==> src/rtl/mem_loader_pkg.sv <==
// Shared definitions for the program-memory loader: FSM state encoding and default sizing.
package mem_loader_pkg;

    localparam int DEF_ADDR_W     = 8;
    localparam int DEF_DATA_W     = 8;
    localparam int DEF_DEB_CYCLES = 16;

    typedef enum logic [2:0] {
        S_IDLE  = 3'd0,
        S_LOAD  = 3'd1,
        S_WRITE = 3'd2,
        S_RD1   = 3'd3,
        S_RD2   = 3'd4,
        S_INC   = 3'd5
    } state_t;

endpackage

==> src/rtl/btn_debounce.sv <==
// Step-button conditioner: 2-flop synchronizer plus a down-counting debouncer that
// emits a single-clock pulse when a new pressed (low) level is accepted.
module btn_debounce #(
    parameter int DEB_CYCLES = 16
) (
    input  logic clock,
    input  logic reset_N,
    input  logic btn_N,
    output logic press
);

    localparam int CNT_W = (DEB_CYCLES > 1) ? $clog2(DEB_CYCLES) : 1;
    localparam logic [CNT_W-1:0] RELOAD = CNT_W'(DEB_CYCLES - 1);

    logic             sync1;
    logic             sync2;
    logic             level;
    logic [CNT_W-1:0] cnt;

    // Counter only runs while the synchronized input disagrees with the accepted level;
    // any agreeing sample restarts the stability window.
    always_ff @(posedge clock or negedge reset_N) begin
        if (!reset_N) begin
            sync1 <= 1'b1;
            sync2 <= 1'b1;
            level <= 1'b1;
            cnt   <= RELOAD;
            press <= 1'b0;
        end else begin
            sync1 <= btn_N;
            sync2 <= sync1;
            press <= 1'b0;
            if (sync2 == level) begin
                cnt <= RELOAD;
            end else if (cnt == '0) begin
                level <= sync2;
                cnt   <= RELOAD;
                press <= ~sync2;
            end else begin
                cnt <= cnt - 1'b1;
            end
        end
    end

endmodule

==> src/rtl/mem_loader.sv <==
// Front-panel program-memory loader: address load, write with read-back, and browse.
// Define MEM_LOADER_VERIFY_EN to build the write read-back comparator and sticky verr flag.
//
// state   | meaning
// --------+-------------------------------------------------------------
// S_IDLE  | waiting for a debounced press
// S_LOAD  | address just loaded from sw_code
// S_WRITE | pr_wr_en asserted for one clock at pr_adrs
// S_RD1   | address presented for read, memory access in flight
// S_RD2   | capture mm_data into rd_data; after a write go on to S_INC
// S_INC   | advance pr_adrs (wraps modulo depth)
module mem_loader
    import mem_loader_pkg::*;
#(
    parameter int ADDR_W     = DEF_ADDR_W,
    parameter int DATA_W     = DEF_DATA_W,
    parameter int DEB_CYCLES = DEF_DEB_CYCLES
) (
    input  logic              clock,
    input  logic              reset_N,
    input  logic              step_btn_N,
    input  logic              wr_sel,
    input  logic              adrs_ld,
    input  logic [DATA_W-1:0] sw_code,
    input  logic [DATA_W-1:0] mm_data,
    output logic [ADDR_W-1:0] pr_adrs,
    output logic [DATA_W-1:0] pr_code,
    output logic              pr_wr_en,
    output logic [DATA_W-1:0] rd_data,
    output logic              busy,
    output logic              verr
);

    state_t            state;
    state_t            next_state;
    logic              press;
    logic              wr_flag;
    logic [ADDR_W-1:0] load_adrs;
    logic              idle_press;

    btn_debounce #(
        .DEB_CYCLES(DEB_CYCLES)
    ) u_deb (
        .clock  (clock),
        .reset_N(reset_N),
        .btn_N  (step_btn_N),
        .press  (press)
    );

    generate
        if (ADDR_W <= DATA_W) begin : g_adrs_trunc
            assign load_adrs = sw_code[ADDR_W-1:0];
        end else begin : g_adrs_ext
            assign load_adrs = {{(ADDR_W - DATA_W){1'b0}}, sw_code};
        end
    endgenerate

    // Presses outside IDLE are simply ignored, which drops them rather than queueing.
    assign idle_press = (state == S_IDLE) && press;

    always_ff @(posedge clock or negedge reset_N) begin
        if (!reset_N) begin
            state <= S_IDLE;
        end else begin
            state <= next_state;
        end
    end

    always_comb begin
        next_state = state;
        case (state)
            S_IDLE: begin
                if (press) begin
                    if (adrs_ld) begin
                        next_state = S_LOAD;
                    end else if (wr_sel) begin
                        next_state = S_WRITE;
                    end else begin
                        next_state = S_INC;
                    end
                end
            end
            S_LOAD:  next_state = S_RD1;
            S_WRITE: next_state = S_RD1;
            S_RD1:   next_state = S_RD2;
            S_RD2:   next_state = wr_flag ? S_INC : S_IDLE;
            S_INC:   next_state = S_RD1;
            default: next_state = S_IDLE;
        endcase
    end

    // Strobe decoded from the async-reset state register, so reset drops it immediately.
    assign pr_wr_en = (state == S_WRITE);
    assign busy     = (state != S_IDLE);

    always_ff @(posedge clock or negedge reset_N) begin
        if (!reset_N) begin
            pr_adrs <= '0;
            pr_code <= '0;
            rd_data <= '0;
            wr_flag <= 1'b0;
        end else begin
            if (idle_press) begin
                if (adrs_ld) begin
                    pr_adrs <= load_adrs;
                end else if (wr_sel) begin
                    pr_code <= sw_code;
                    wr_flag <= 1'b1;
                end
            end
            if (state == S_RD2) begin
                rd_data <= mm_data;
                wr_flag <= 1'b0;
            end
            if (state == S_INC) begin
                pr_adrs <= pr_adrs + 1'b1;
            end
        end
    end

`ifdef MEM_LOADER_VERIFY_EN
    always_ff @(posedge clock or negedge reset_N) begin
        if (!reset_N) begin
            verr <= 1'b0;
        end else if (idle_press && adrs_ld) begin
            verr <= 1'b0;
        end else if ((state == S_RD2) && wr_flag && (mm_data != pr_code)) begin
            verr <= 1'b1;
        end
    end
`else
    assign verr = 1'b0;
`endif

endmodule
==> config.mk <==
export PLATFORM = sky130hd
export DESIGN_NAME = mem_loader
export DESIGN_NICKNAME = d
export VERILOG_FILES = /design/src/rtl/mem_loader_pkg.sv /design/src/rtl/btn_debounce.sv /design/src/rtl/mem_loader.sv
export SDC_FILE = /design/constraint.sdc
export NUM_CORES = 1
export LEC_CHECK = 0
export BUFFER_PORTS_ARGS = -buffer_cell sky130_fd_sc_hd__buf_2
export CAP_MARGIN = 5
export CORE_ASPECT_RATIO = 0.7
export CORE_MARGIN = 3
export CORE_UTILIZATION = 40
export CTS_CLUSTER_DIAMETER = 80
export DETAILED_ROUTE_END_ITERATION = 10
export GPL_TIMING_DRIVEN = 0
export PLACE_DENSITY_LB_ADDON = 0.08
export SETUP_SLACK_MARGIN = 0.02
export SYNTH_ARGS = -nofsm -noshare
export SYNTH_HDL_FRONTEND = slang
export SYNTH_SLANG_ARGS = --single-unit
==> constraint.sdc <==
create_clock -name clock -period 2 [get_ports clock]
set_input_delay 0.5 -clock clock [delete_from_list [all_inputs] [get_ports clock]]
set_output_delay 0.5 -clock clock [all_outputs]
set_load 0.005 [all_outputs]
==> results of run 1 <==
sequential cells by signal, indices dropped and copies added (netlist names):
name         count
pr_adrs          8
pr_code          8
rd_data          8
state            3
u_deb.cnt        4
u_deb.level      1
u_deb.press      1
u_deb.sync1      1
u_deb.sync2      1
wr_flag          1
worst min-delay path by stage:
| stage | endpoint | depth (start not counted) |
|---|---|---|
| 3_3_place_gp | u_deb.sync2 | 0 |
| 5_1_grt | u_deb.sync1 | 1 |
| 3_5_place_dp | u_deb.sync2 | 0 |
| 4_1_cts | u_deb.sync1 | 1 |
| 2_1_floorplan | pr_adrs[0] | 0 |
| 6_report | pr_adrs[1] | 1 |
logic make-up (layout without fill, tap and decap cells):
family,Yosys count,after routing
buffers and inverters,12,66
AOI/OAI and AO/OA,29,29
xor gates and xnor gates,2,2
other,1,1
muxes,17,17
adders and majority gates,2,2
DFF,36,36
and+or+nand+nor,40,40
metal layers:
layer / vias to the layer above / wire, um / track usage (%)
li1: 597 / - / -
met1: 589 / 1510 / 17.4
met2: 33 / 1580 / 25.9
met3: 8 / 192 / 4.71
met4: 0 / 64 / 7.11
met5: - / 0 / 0
power by group:
| part | switching, mW | leakage (nW) | internal [mW] |
|---|---|---|---|
| clock | 0.253 | 0.0445 | 0.280 |
| combinational | 0.0300 | 0.513 | 0.0221 |
| sequential | 0.00662 | 0.468 | 0.741 |
| total | 0.289 | 1.03 | 1.04 |
layout make-up:
type | instances | area, um^2 | share of cell area (%)
buffer | 5 | 48.8 | 2.42
clock inverter | 1 | 7.51 | 0.372
multi-input combinational | 91 | 644 | 32.0
timing repair buffer | 46 | 230 | 11.4
clock buffer | 7 | 86.3 | 4.28
tap | 50 | 62.6 | 3.10
inverter | 7 | 26.3 | 1.30
sequential | 36 | 910 | 45.1
cells in the mapped netlist, types with 2 or more instances:
master	number	area, um^2
dfrtp_1	29	726
mux2_2	17	191
a21oi_1	10	50.1
nand2_1	10	37.5
nor2_1	10	37.5
dfstp_2	7	184
o21ai_0	7	35.0
inv_1	6	22.5
nand3_1	6	30.0
buf_6	3	33.8
nor3_1	3	15.0
a22oi_1	2	15.0
buf_4	2	15.0
ha_1	2	25.0
nand3b_1	2	15.0
nor3b_1	2	15.0
nor4b_1	2	17.5
o22ai_1	2	12.5
o32ai_1	2	17.5
through the flow:
stage	cells	util, %	total power, mW
6_report	243	54.2	1.33
5_1_grt	243	54.2	1.39
4_1_cts	243	54.2	1.35
3_5_place_dp	235	51.7	0.814
3_3_place_gp	235	51.7	0.810
2_1_floorplan	139	-	0.773
==> run_results.csv, run 1 <==
group,metric,value,unit
run_status,status,"finished clean",
finish,num_antenna_cells,0,
setup_path,cp.depth,3,
setup_path,critPathSlowestCell,"dfrtp_1",
floorplan,fp.dieH,59.4,um
clock_tree,postCtsSetupBuffers,0,
route,wl,3340,um
logic_synthesis,synth-edff-count,0,
clock_tree,cts_hold_buf,0,
logic_synthesis,ys_ff_latch,36,
setup_path,cpPeakStageDelay,0.48,ns
placed_design,port_buffers,46,
clock_tree,cts_resized,0,
clock_tree,clk_root_buffer_cell,"clkbuf_8",
route,drc_errors,0,
timing,fin_crit,1.78,ns
setup_path,startpoint,"state[2]",
setup_path,path_class,"reg -> out",
setup_path,r2r-start,"state[2]",
timing,skew,0.00677,ns
timing,setup_viol,0,
setup_path,critPathLaunchType,"register",
route,vias_per_cell,5.05,
clock_tree,cts_max_level,2,
clock_tree,clkTransAtPathRegs,0.07,ns
timing,hold_slack,0.293,ns
logic_synthesis,synth-xor-area-share,1.08,%
clock_tree,clock_sinks,36,
timing,setup_ws,0.218,ns
pwr,p_leak,1.03,nW
logic_synthesis,ys_types,34,
floorplan,die_area,4890,um^2
setup_path,cp_max_fo,8,
clock_tree,clock_path_buffers,2,
setup_path,r2r_setup_slack,0.45,ns
logic_synthesis,synthArstFlopShare,100,%
setup_path,setup.worst_path.end_class,"primary output",
grt,grt_usage,15.2,%
pwr,powerDensity,661,nW/um^2
timing,slew_violations,0,
floorplan,rows,18,
grt,grt_max_degree,37,
finish,fillers,326,
grt,antenna_found_initial,0,
setup_path,cp.required,1.50,ns
finish,final_cell_mix,"46 x buf_2, 29 x dfrtp_1, 17 x mux2_2",
logic_synthesis,yosys.area_share.simple,13.9,%
floorplan,die_w,82.3,um
floorplan,initial_core_util,43.8,%
grt,grt_pass1_wl,5460,um
logic_synthesis,synth_fa_ha_area_share,1.54,%
grt,grt_overflow_total,0,
finish,drive_above_1_share,45.6,%
logic_synthesis,synthFlopType,"dfrtp_1",
job,maxCapViolCount,0,
floorplan,coreArea,3720,um^2
placed_design,dp_worst_setup_slack,0.367,ns
finish,nNetsFinal,215,
setup_path,worstReg2RegEnd,"pr_code[0]",
setup_path,worstPathCellList,"nor3_4 -> inv_2 -> buf_2",
logic_synthesis,synth_area_per_cell,11.7,um^2
route,dr.pass1.iters,4,
setup_path,critPathBufInv,2,
pwr,irDropWorstVdd,0.355,mV
worst_hold_path,min_path_type,"in -> async",
logic_synthesis,ys_warn_count,0,
route,drtAntennaViolNets,0,
placed_design,place_congestion,0.801,
setup_path,crit_path_end,"busy",
finish,final_common_cell,"buf_2",
logic_synthesis,syn-cell-area,1630,um^2
setup_path,cp_data_arrival_time,1.28,ns
setup_path,crit_family,"flip-flops",
timing,max_freq,0.561,GHz
clock_tree,cts_buffers,5,
timing,maxSlewHeadroom,47.7,%
placed_design,placed_area,1920,um^2
logic_synthesis,muxShareOfSynthArea,11.8,%
route,vias,1227,
logic_synthesis,postSynthCellCount,139,
logic_synthesis,seq_area_frac_synth,55.8,%
logic_synthesis,synth_compound_area_share,11.1,%
logic_synthesis,syn-num-nets,162,
route,drt_iter0_markers,75,
placed_design,hpwl,2500,um
grt,grt_pass1_vias,1261,
timing,grt_setup_unrepaired,"no",
setup_path,ff2ff_path_depth,4,
timing,tns,0,ns
finish,area_growth,23.7,%
timing,period_share,89.1,%
route,wl_per_cell,13.7,um
finish,postLayoutCellArea,2020,um^2
timing,tightest_slew,0.784,ns
timing,hold_violations,0,
logic_synthesis,synth_top_family_by_area,"simple AND/OR/NAND/NOR gates",
floorplan,ioPinCount,48,
clock_tree,clkLatencyLatePin,0.29,ns
clock_tree,cts_tree,"done",
No activity file was read; power rests on OpenSTA's default activity.
==> inputs of run 2 (changes only) <==
--- a/config.mk
+++ b/config.mk
@@ -8,7 +8,6 @@
 export BUFFER_PORTS_ARGS = -buffer_cell sky130_fd_sc_hd__buf_2
 export CAP_MARGIN = 5
 export CORE_ASPECT_RATIO = 0.7
-export CORE_MARGIN = 3
 export CORE_UTILIZATION = 40
 export CTS_CLUSTER_DIAMETER = 80
 export DETAILED_ROUTE_END_ITERATION = 10
==> run 2 against run 1 <==
Effect of this change: clock power is 17% higher; routed wire length is 0.45% lower; first-iteration DRC count shrank 47%; non-clock buffer count unchanged; largest power group unchanged.
==> run_results.csv, run 2 (synthesis results as in run 1) <==
group,metric,value,unit
run_status,status,"finished clean",
grt,grt_pass1_wl,5770,um
grt,top_usage_layer,"met2",
route,vias_per_cell,5.12,
clock_tree,clkLatencyLatePin,0.29,ns
timing,slew_violations,0,
finish,postLayoutCellArea,2030,um^2
clock_tree,clock_path_buffers,2,
placed_design,hpwl,2540,um
placed_design,placed_area,1920,um^2
timing,skew,0.00842,ns
clock_tree,clk_root_buffer_cell,"clkbuf_8",
route,drt_iter0_markers,40,
placed_design,dp_worst_setup_slack,0.353,ns
finish,num_antenna_cells,0,
finish,final_common_cell,"buf_2",
grt,grtUsageMet3,4.63,%
floorplan,coreArea,3690,um^2
placed_design,port_buffers,46,
setup_path,critPathLaunchType,"register",
route,vias,1243,
timing,period_share,89.1,%
setup_path,cpPeakStageDelay,0.47,ns
finish,nNetsFinal,215,
grt,use_met1,23.3,%
timing,setup_viol,0,
floorplan,fp.dieH,55.4,um
timing,tightest_slew,0.759,ns
route,wl,3330,um
floorplan,rows,18,
timing,max_freq,0.561,GHz
finish,final_cell_mix,"46 x buf_2, 29 x dfrtp_1, 17 x mux2_2",
floorplan,die_area,4340,um^2
pwr,powerDensity,700,nW/um^2
route,dr.pass1.iters,4,
setup_path,path_class,"reg -> out",
timing,maxSlewHeadroom,49.4,%
grt,grt_max_degree,37,
route,drc_errors,0,
setup_path,critPathSlowestCell,"dfrtp_1",
finish,area_growth,24.8,%
grt,met2_usage,26.6,%
floorplan,die_w,78.3,um
floorplan,ioPinCount,48,
setup_path,cp_data_arrival_time,1.28,ns
clock_tree,cts_max_level,2,
clock_tree,clock_sinks,36,
clock_tree,cts_hold_buf,0,
grt,antenna_found_initial,0,
pwr,irDropWorstVdd,0.349,mV
route,wl_per_cell,13.7,um
timing,fin_crit,1.78,ns
setup_path,worstPathCellList,"nor3_4 -> inv_2 -> buf_2",
setup_path,cp.required,1.50,ns
timing,tns,0,ns
grt,grt_overflow_total,0,
timing,setup_ws,0.218,ns
clock_tree,clkTransAtPathRegs,0.08,ns
route,drtAntennaViolNets,0,
worst_hold_path,min_path_type,"in -> async",
finish,fillers,353,
setup_path,cp_max_fo,8,
finish,drive_above_1_share,46.1,%
grt,grt_usage,17.5,%
clock_tree,cts_tree,"done",
finish,largestRegisters,"pr_adrs: 8 flops, pr_code: 8 flops, rd_data: 8 flops",
job,maxCapViolCount,0,
timing,grt_setup_unrepaired,"no",
setup_path,setup.worst_path.end_class,"primary output",
timing,hold_violations,0,
clock_tree,postCtsSetupBuffers,0,
clock_tree,cts_resized,0,
floorplan,initial_core_util,44.1,%
clock_tree,cts_buffers,5,
placed_design,place_congestion,0.842,
grt,grt_pass1_vias,1271,
pwr,p_leak,1.04,nW
run 2: cell count changes in the layout (fill, tap and decap cells not counted):
| cell | before | now |
|---|---|---|
| clkbuf_1 | 1 | 0 |
| clkbuf_8 | 6 | 5 |
| bufinv_16 | 0 | 1 |
| clkinv_2 | 0 | 1 |
run 2: critical path, delay by kind of cell (launching register included):
kind | cells | cell delay, ns
buffers and inverters | 2 | 0.25
DFF | 1 | 0.47
and+or+nand+nor | 1 | 0.27
run 2: worst paths after layout:
check                            start           to  slack, ns  cells after the start
max                           state[2]         busy       0.22                      3
min reg2reg                u_deb.sync1  u_deb.sync2       0.36                      0
min in group clock          step_btn_N  u_deb.sync1       0.31                      1
min                            reset_N   rd_data[1]       0.27                      1
max in group asynchronous      reset_N  u_deb.press       1.23                      1
max reg2reg                   state[2]   pr_code[6]       0.46                      4
run 2: per-layer routing:
metal	wire, um	vias up
li1	-	597
met1	1590	613
met2	1540	25
met3	139	8
met4	61	0
met5	0	-
run 2: metrics by stage:
stage	power, mW	utilization, %	hold WS, ns	cells
floorplan	0.773	-	0.204	139
global placement	0.809	52.0	0.346	235
detailed placement	0.813	52.0	0.349	235
CTS	1.44	55.0	0.300	243
global route	1.49	55.0	0.300	243
finish	1.42	55.0	0.270	243
run 2: power by group:
part / internal (mW) / leakage (nW) / switching, mW
Sequential: 0.741 / 0.468 / 0.00619
Combinational: 0.0220 / 0.513 / 0.0288
Clock: 0.368 / 0.0541 / 0.256
run 2: cell type report:
class	instances	area (um^2)	share of cell area, %
well taps	50	62.6	3.08
clock inverters	3	42.5	2.09
flip-flops and latches	36	910	44.7
inverters	7	26.3	1.29
plain buffers	5	48.8	2.40
clock buffers	5	68.8	3.38
multi-input cells	91	644	31.7
repair buffers	46	230	11.3
